==> config.mk <==
export PLATFORM = sky130hd
export DESIGN_NAME = vdp_io
export DESIGN_NICKNAME = d
export VERILOG_FILES = /design/src/rtl/vdp_pkg.sv /design/src/rtl/vdp_io.sv
export SDC_FILE = /design/constraint.sdc
export NUM_CORES = 1
export LEC_CHECK = 0
export BUFFER_PORTS_ARGS = -buffer_cell sky130_fd_sc_hd__buf_2
export CAP_MARGIN = 10
export CORE_MARGIN = 4
export CORE_UTILIZATION = 55
export DETAILED_ROUTE_END_ITERATION = 10
export HOLD_SLACK_MARGIN = 0.02
export MAX_ROUTING_LAYER = met4
export PLACE_DENSITY = 0.84
export SETUP_SLACK_MARGIN = 0.4
export SLEW_MARGIN = 15
export SYNTH_ARGS = -nofsm -noshare
export SYNTH_HDL_FRONTEND = slang
export SYNTH_SLANG_ARGS = --single-unit
==> constraint.sdc <==
create_clock -name clk -period 2.71 [get_ports clk]
set_clock_uncertainty 0.15 [all_clocks]
set_input_delay 0 -clock clk [delete_from_list [all_inputs] [get_ports clk]]
set_output_delay 0 -clock clk [all_outputs]
set_load 0.02 [all_outputs]
==> src/rtl/vdp_pkg.sv <==
// Shared definitions for the VDP host I/O block: FSM states, command codes
// and the default register-file depth.
package vdp_pkg;

    typedef enum logic [1:0] {
        S_IDLE  = 2'd0,
        S_WRITE = 2'd1,
        S_FETCH = 2'd2,
        S_LATCH = 2'd3
    } state_t;

    localparam logic [1:0] CODE_VRD  = 2'd0;
    localparam logic [1:0] CODE_VWR  = 2'd1;
    localparam logic [1:0] CODE_REG  = 2'd2;
    localparam logic [1:0] CODE_CRAM = 2'd3;

    localparam int NUM_REGS_DEFAULT = 11;

    function automatic logic [13:0] addr_inc(input logic [13:0] a);
        return a + 14'd1;
    endfunction

endpackage

==> src/rtl/vdp_io.sv <==
// VDP host port: two-byte control latch, VRAM read-ahead buffer, CRAM and
// register writes. Define GG_CRAM_LATCH_EN for paired 16-bit CRAM writes.
module vdp_io
    import vdp_pkg::*;
#(
    parameter int NUM_REGS = NUM_REGS_DEFAULT
) (
    input  logic        clk,
    input  logic        rst,
    input  logic        cpu_wr,
    input  logic        cpu_rd,
    input  logic        cpu_port,
    input  logic [7:0]  cpu_di,
    output logic [7:0]  cpu_do,
    output logic        busy,
    output logic [13:0] vram_addr,
    output logic        vram_we,
    output logic [7:0]  vram_di,
    input  logic [7:0]  vram_do,
    output logic [5:0]  cram_addr,
    output logic        cram_we,
    output logic [15:0] cram_di,
    output logic        reg_we,
    output logic [3:0]  reg_addr,
    output logic [7:0]  reg_di,
    input  logic [7:0]  status_in,
    output logic        status_rd
);

    state_t      r_state,     w_state_next;
    logic        r_flag,      w_flag_next;
    logic [13:0] r_addr,      w_addr_next;
    logic [1:0]  r_code,      w_code_next;
    logic [7:0]  r_rbuf,      w_rbuf_next;
    logic [7:0]  r_cpu_do,    w_cpu_do_next;
    logic [13:0] r_vram_addr, w_vram_addr_next;
    logic        r_vram_we,   w_vram_we_next;
    logic [7:0]  r_vram_di,   w_vram_di_next;
    logic [5:0]  r_cram_addr, w_cram_addr_next;
    logic        r_cram_we,   w_cram_we_next;
    logic [15:0] r_cram_di,   w_cram_di_next;
    logic        r_reg_we,    w_reg_we_next;
    logic [3:0]  r_reg_addr,  w_reg_addr_next;
    logic [7:0]  r_reg_di,    w_reg_di_next;
    logic        r_status_rd, w_status_rd_next;
`ifdef GG_CRAM_LATCH_EN
    logic [7:0]  r_cram_latch, w_cram_latch_next;
`endif

    // A simultaneous read is dropped in favour of the write.
    logic w_wr;
    logic w_rd;
    logic w_reg_ok;
    assign w_wr     = cpu_wr;
    assign w_rd     = cpu_rd & ~cpu_wr;
    assign w_reg_ok = ({28'd0, cpu_di[3:0]} < 32'(NUM_REGS));

    always_comb begin
        w_state_next     = r_state;
        w_flag_next      = r_flag;
        w_addr_next      = r_addr;
        w_code_next      = r_code;
        w_rbuf_next      = r_rbuf;
        w_cpu_do_next    = r_cpu_do;
        w_vram_addr_next = r_vram_addr;
        w_vram_we_next   = 1'b0;
        w_vram_di_next   = r_vram_di;
        w_cram_addr_next = r_cram_addr;
        w_cram_we_next   = 1'b0;
        w_cram_di_next   = r_cram_di;
        w_reg_we_next    = 1'b0;
        w_reg_addr_next  = r_reg_addr;
        w_reg_di_next    = r_reg_di;
        w_status_rd_next = 1'b0;
`ifdef GG_CRAM_LATCH_EN
        w_cram_latch_next = r_cram_latch;
`endif

        case (r_state)
            S_IDLE: begin
                if (w_wr) begin
                    if (cpu_port) begin
                        if (!r_flag) begin
                            w_addr_next[7:0] = cpu_di;
                            w_flag_next      = 1'b1;
                        end else begin
                            w_flag_next       = 1'b0;
                            w_code_next       = cpu_di[7:6];
                            w_addr_next[13:8] = cpu_di[5:0];
                            if (cpu_di[7:6] == CODE_VRD) begin
                                w_state_next     = S_FETCH;
                                w_vram_addr_next = {cpu_di[5:0], r_addr[7:0]};
                            end else if (cpu_di[7:6] == CODE_REG && w_reg_ok) begin
                                w_reg_we_next   = 1'b1;
                                w_reg_addr_next = cpu_di[3:0];
                                w_reg_di_next   = r_addr[7:0];
                            end
                        end
                    end else begin
                        w_flag_next = 1'b0;
                        if (r_code != CODE_CRAM) begin
                            w_state_next     = S_WRITE;
                            w_vram_we_next   = 1'b1;
                            w_vram_addr_next = r_addr;
                            w_vram_di_next   = cpu_di;
                        end else begin
                            w_addr_next = addr_inc(r_addr);
`ifdef GG_CRAM_LATCH_EN
                            // Even byte is held until its odd partner arrives.
                            if (!r_addr[0]) begin
                                w_cram_latch_next = cpu_di;
                            end else begin
                                w_cram_we_next   = 1'b1;
                                w_cram_addr_next = {r_addr[5:1], 1'b0};
                                w_cram_di_next   = {cpu_di, r_cram_latch};
                            end
`else
                            w_cram_we_next   = 1'b1;
                            w_cram_addr_next = r_addr[5:0];
                            w_cram_di_next   = {8'h00, cpu_di};
`endif
                        end
                    end
                end else if (w_rd) begin
                    w_flag_next = 1'b0;
                    if (cpu_port) begin
                        w_cpu_do_next    = status_in;
                        w_status_rd_next = 1'b1;
                    end else begin
                        w_cpu_do_next    = r_rbuf;
                        w_state_next     = S_FETCH;
                        w_vram_addr_next = r_addr;
                    end
                end
            end
            S_WRITE: begin
                w_rbuf_next  = r_vram_di;
                w_addr_next  = addr_inc(r_addr);
                w_state_next = S_IDLE;
            end
            S_FETCH: begin
                w_state_next = S_LATCH;
            end
            S_LATCH: begin
                w_rbuf_next  = vram_do;
                w_addr_next  = addr_inc(r_addr);
                w_state_next = S_IDLE;
            end
            default: begin
                w_state_next = S_IDLE;
            end
        endcase
    end

    always_ff @(posedge clk) begin
        if (rst) begin
            r_state     <= S_IDLE;
            r_flag      <= 1'b0;
            r_addr      <= '0;
            r_code      <= CODE_VRD;
            r_rbuf      <= '0;
            r_cpu_do    <= '0;
            r_vram_addr <= '0;
            r_vram_we   <= 1'b0;
            r_vram_di   <= '0;
            r_cram_addr <= '0;
            r_cram_we   <= 1'b0;
            r_cram_di   <= '0;
            r_reg_we    <= 1'b0;
            r_reg_addr  <= '0;
            r_reg_di    <= '0;
            r_status_rd <= 1'b0;
`ifdef GG_CRAM_LATCH_EN
            r_cram_latch <= '0;
`endif
        end else begin
            r_state     <= w_state_next;
            r_flag      <= w_flag_next;
            r_addr      <= w_addr_next;
            r_code      <= w_code_next;
            r_rbuf      <= w_rbuf_next;
            r_cpu_do    <= w_cpu_do_next;
            r_vram_addr <= w_vram_addr_next;
            r_vram_we   <= w_vram_we_next;
            r_vram_di   <= w_vram_di_next;
            r_cram_addr <= w_cram_addr_next;
            r_cram_we   <= w_cram_we_next;
            r_cram_di   <= w_cram_di_next;
            r_reg_we    <= w_reg_we_next;
            r_reg_addr  <= w_reg_addr_next;
            r_reg_di    <= w_reg_di_next;
            r_status_rd <= w_status_rd_next;
`ifdef GG_CRAM_LATCH_EN
            r_cram_latch <= w_cram_latch_next;
`endif
        end
    end

    assign cpu_do    = r_cpu_do;
    assign busy      = (r_state != S_IDLE);
    assign vram_addr = r_vram_addr;
    assign vram_we   = r_vram_we;
    assign vram_di   = r_vram_di;
    assign cram_addr = r_cram_addr;
    assign cram_we   = r_cram_we;
    assign cram_di   = r_cram_di;
    assign reg_we    = r_reg_we;
    assign reg_addr  = r_reg_addr;
    assign reg_di    = r_reg_di;
    assign status_rd = r_status_rd;

endmodule
==> results.tsv <==
stage	metric	value	unit
cts	cts_root_buf	clkbuf_8	
critical_path	crit_path_top_delay_cell	dfxtp_1	
timing	rsz0062_at_grt	false	
cts	cts_tree	yes	
routing	first_iter_violations	311	
timing	fin_setup_tns	0	ns
cts	clkTransAtPathRegs	0.09	ns
global_routing	grtUsageTotal	0.263	
synth	avgSynthCellArea	8.97	um2
global_routing	grt_pass1_wl	17600	um
critical_path	crit_path_max_incr_delay	0.80	ns
floorplan	initial_utilization	0.577	
cts	cts.sinks	87	
final_layout	fin_util	0.714	
synth	synth-edff-count	0	
power_and_ir_drop	p_leak	0.00229	uW
final_layout	layout.nets	572	
routing	avgRoutedWirePerCell	16.9	um
synth	synth_cells	444	
status	outcome	finished, final reports clean	
cts	cts.repair.resized	0	
timing	fmax	449	MHz
critical_path	crit_buf_inv	0	
critical_path	endpoint_kind	register	
final_layout	drive_above_1_share	0.230	
routing	via_per_inst	5.81	
final_layout	area_growth_syn_to_layout	23.8	%
cts	htreeDepth	3	
timing	hold_viol	0	
critical_path	criticalPathCategory	reg2reg	
critical_path	critPathArrivalTime	2.32	ns
floorplan	fp.dieH	93.1	um
placement	io_buffer_count	89	
synth	synth_top_area_cell	dfxtp_1	
global_routing	grt_pass1_vias	3521	
floorplan	die_x	93.1	um
power_and_ir_drop	vdd_drop_max	0.349	mV
global_routing	gr-total-overflow	0	
timing	tightest_slew	0.972	ns
timing	post-route-period-util	0.822	
floorplan	std_cell_rows	30	
synth	synth_commonest_cells	dfxtp_1, nor2_1, mux2i_1	
routing	antenna_left	0	
synth	async_reset_ff_frac	0	
global_routing	antenna_found_initial	0	
critical_path	crit_family	flip-flops	
cts	numCtsBuffers	9	
hold_path	hold_path_class	in2reg	
placement	gp_congestion	0.926	
routing	wl	10900	um
timing	period_needed	2.23	ns
cts	clkLatencyLatePin	0.37	ns
routing	drc	0	
synth	synth.yosys.warnings	0	
power_and_ir_drop	power_density	577	mW/mm2
synth	synth_seq_cells	87	
flow_run	maxCapViolations	0	
timing	setup_violations	0	
floorplan	die_area	0.00867	mm2
timing	finalMaxSlewViolations	0	
floorplan	io_pins	98	
timing	worst_slack	0.481	ns
placement	hpwl	7180	um
critical_path	critPathMaxFanout	15	
synth	synth.distinct_cells	54	
global_routing	grt_max_degree	51	
final_layout	diodes	0	
synth	synthFlopType	dfxtp_1	
synth	synth.yosys.seq_area_share	0.437	
synth	yosysTopAreaCellShare	0.437	
synth	synth.area.top_cells	dfxtp_1, mux2i_1, nor2_1, a21oi_1, a211oi_1	
cts	clk_path_buf_depth	2	
routing	dr.pass1.iters	5	
critical_path	cp_cell_sequence	and4b_1, a211oi_2, or2_2, o32ai_1	
critical_path	startpoint_type	register	
synth	synth_most_common_cell	dfxtp_1	
floorplan	core	0.00691	mm2
timing	max-slew-margin-rel	0.352	
placement	pre_cts_slack	0.490	ns
synth	synthesis.area	0.00398	mm2
critical_path	cp.required	2.80	ns
routing	vias	3736	
## kinds of logic (layout without fill, tap and decap cells)
logic type      Yosys count  in the layout  share of synthesized area
compound gates          100            100                      0.175
flops                    87             87                      0.437
mux                      52             52                      0.131
fa+ha+maj                 1              1                    0.00314
simple gates            147            147                      0.185
other cells               1              8                   0.000941
buf+inv                  56            152                     0.0682
## layout make-up
cell class / instances / area (um2)
fillers: 523 / 1980
well taps: 96 / 120
clock inverters: 6 / 97.6
inverters: 11 / 41.3
multi-input cells: 308 / 2000
flip-flops and latches: 87 / 1740
repair buffers: 125 / 796
clock buffers: 10 / 138
## layout by cell type (no fill, tap or decap), types with 5 or more instances in the layout
cell type | Yosys | routed
conb_1 | 1 | 8
and3_1 | 5 | 5
nor2_1 | 61 | 61
dfxtp_1 | 87 | 87
inv_1 | 11 | 11
o32ai_1 | 8 | 8
nor2b_1 | 5 | 5
buf_4 | 10 | 8
dlygate4sd3_1 | 0 | 27
a21oi_1 | 29 | 29
o21ai_0 | 15 | 15
buf_2 | 12 | 89
nand2b_1 | 5 | 5
nand3_1 | 21 | 21
a211oi_1 | 17 | 17
clkbuf_8 | 0 | 10
nand2_1 | 21 | 21
a311oi_1 | 7 | 7
mux2i_1 | 52 | 52
## metrics by stage
step / power (uW) / hold slack [ns] / instance area (um2) / instances
4_1_cts: 2840 / 0.0389 / 4920 / 642
2_1_floorplan: 1660 / -0.00606 / 4010 / 451
3_3_place_gp: 1760 / 0.173 / 4420 / 599
6_report: 2850 / 0.0430 / 4930 / 643
5_1_grt: 2950 / 0.0769 / 4930 / 643
3_5_place_dp: 1770 / 0.189 / 4420 / 599
## per-layer routing
metal / up-vias / wire length [um] / track usage / part of all wire
met3: 21 / 753 / 0.0402 / 0.069
met5: - / 0 / - / 0
met4: 0 / 220 / 0.106 / 0.020
met2: 185 / 5220 / 0.425 / 0.48
li1: 1779 / - / - / -
met1: 1751 / 4690 / 0.331 / 0.43
## state kept, by name (all words and copies together), names as in the netlist
signal and count:
r_code 2, r_flag 1, vram_addr 14, cram_we 1, cram_addr 6, vram_we 1, cram_di 8, reg_we 1
reg_di 8, vram_di 8, status_rd 1, cpu_do 8, reg_addr 4, r_state 2, r_addr 14, r_rbuf 8
## where the power goes
part           total, uW  internal (uW)  switching [uW]  leakage [uW]
combinational        409            160             249       0.00146
sequential          1380           1330            50.6      0.000707
clock               1060            561             499      0.000120
## worst paths after layout
kind	startpoint	slack [ns]	endpoint	cells past startpoint
setup / recovery	r_state[1]$_SDFFE_PP0P_	0.48	r_addr[11]$_SDFFE_PP0P_	4
hold / removal	cpu_port	0.04	status_rd$_SDFF_PP0_	2
setup reg to reg	r_state[1]$_SDFFE_PP0P_	0.48	r_addr[11]$_SDFFE_PP0P_	4
hold reg to reg	vram_addr[2]$_SDFFE_PP0P_	0.33	vram_addr[2]$_SDFFE_PP0P_	2
## timing repair
item,in CTS,in global routing
buffers inserted,0,1
setup endpoints to repair,0,22
hold endpoints to repair,62,0
hold buffers,27,0
Power figures use the tool's default switching activity.
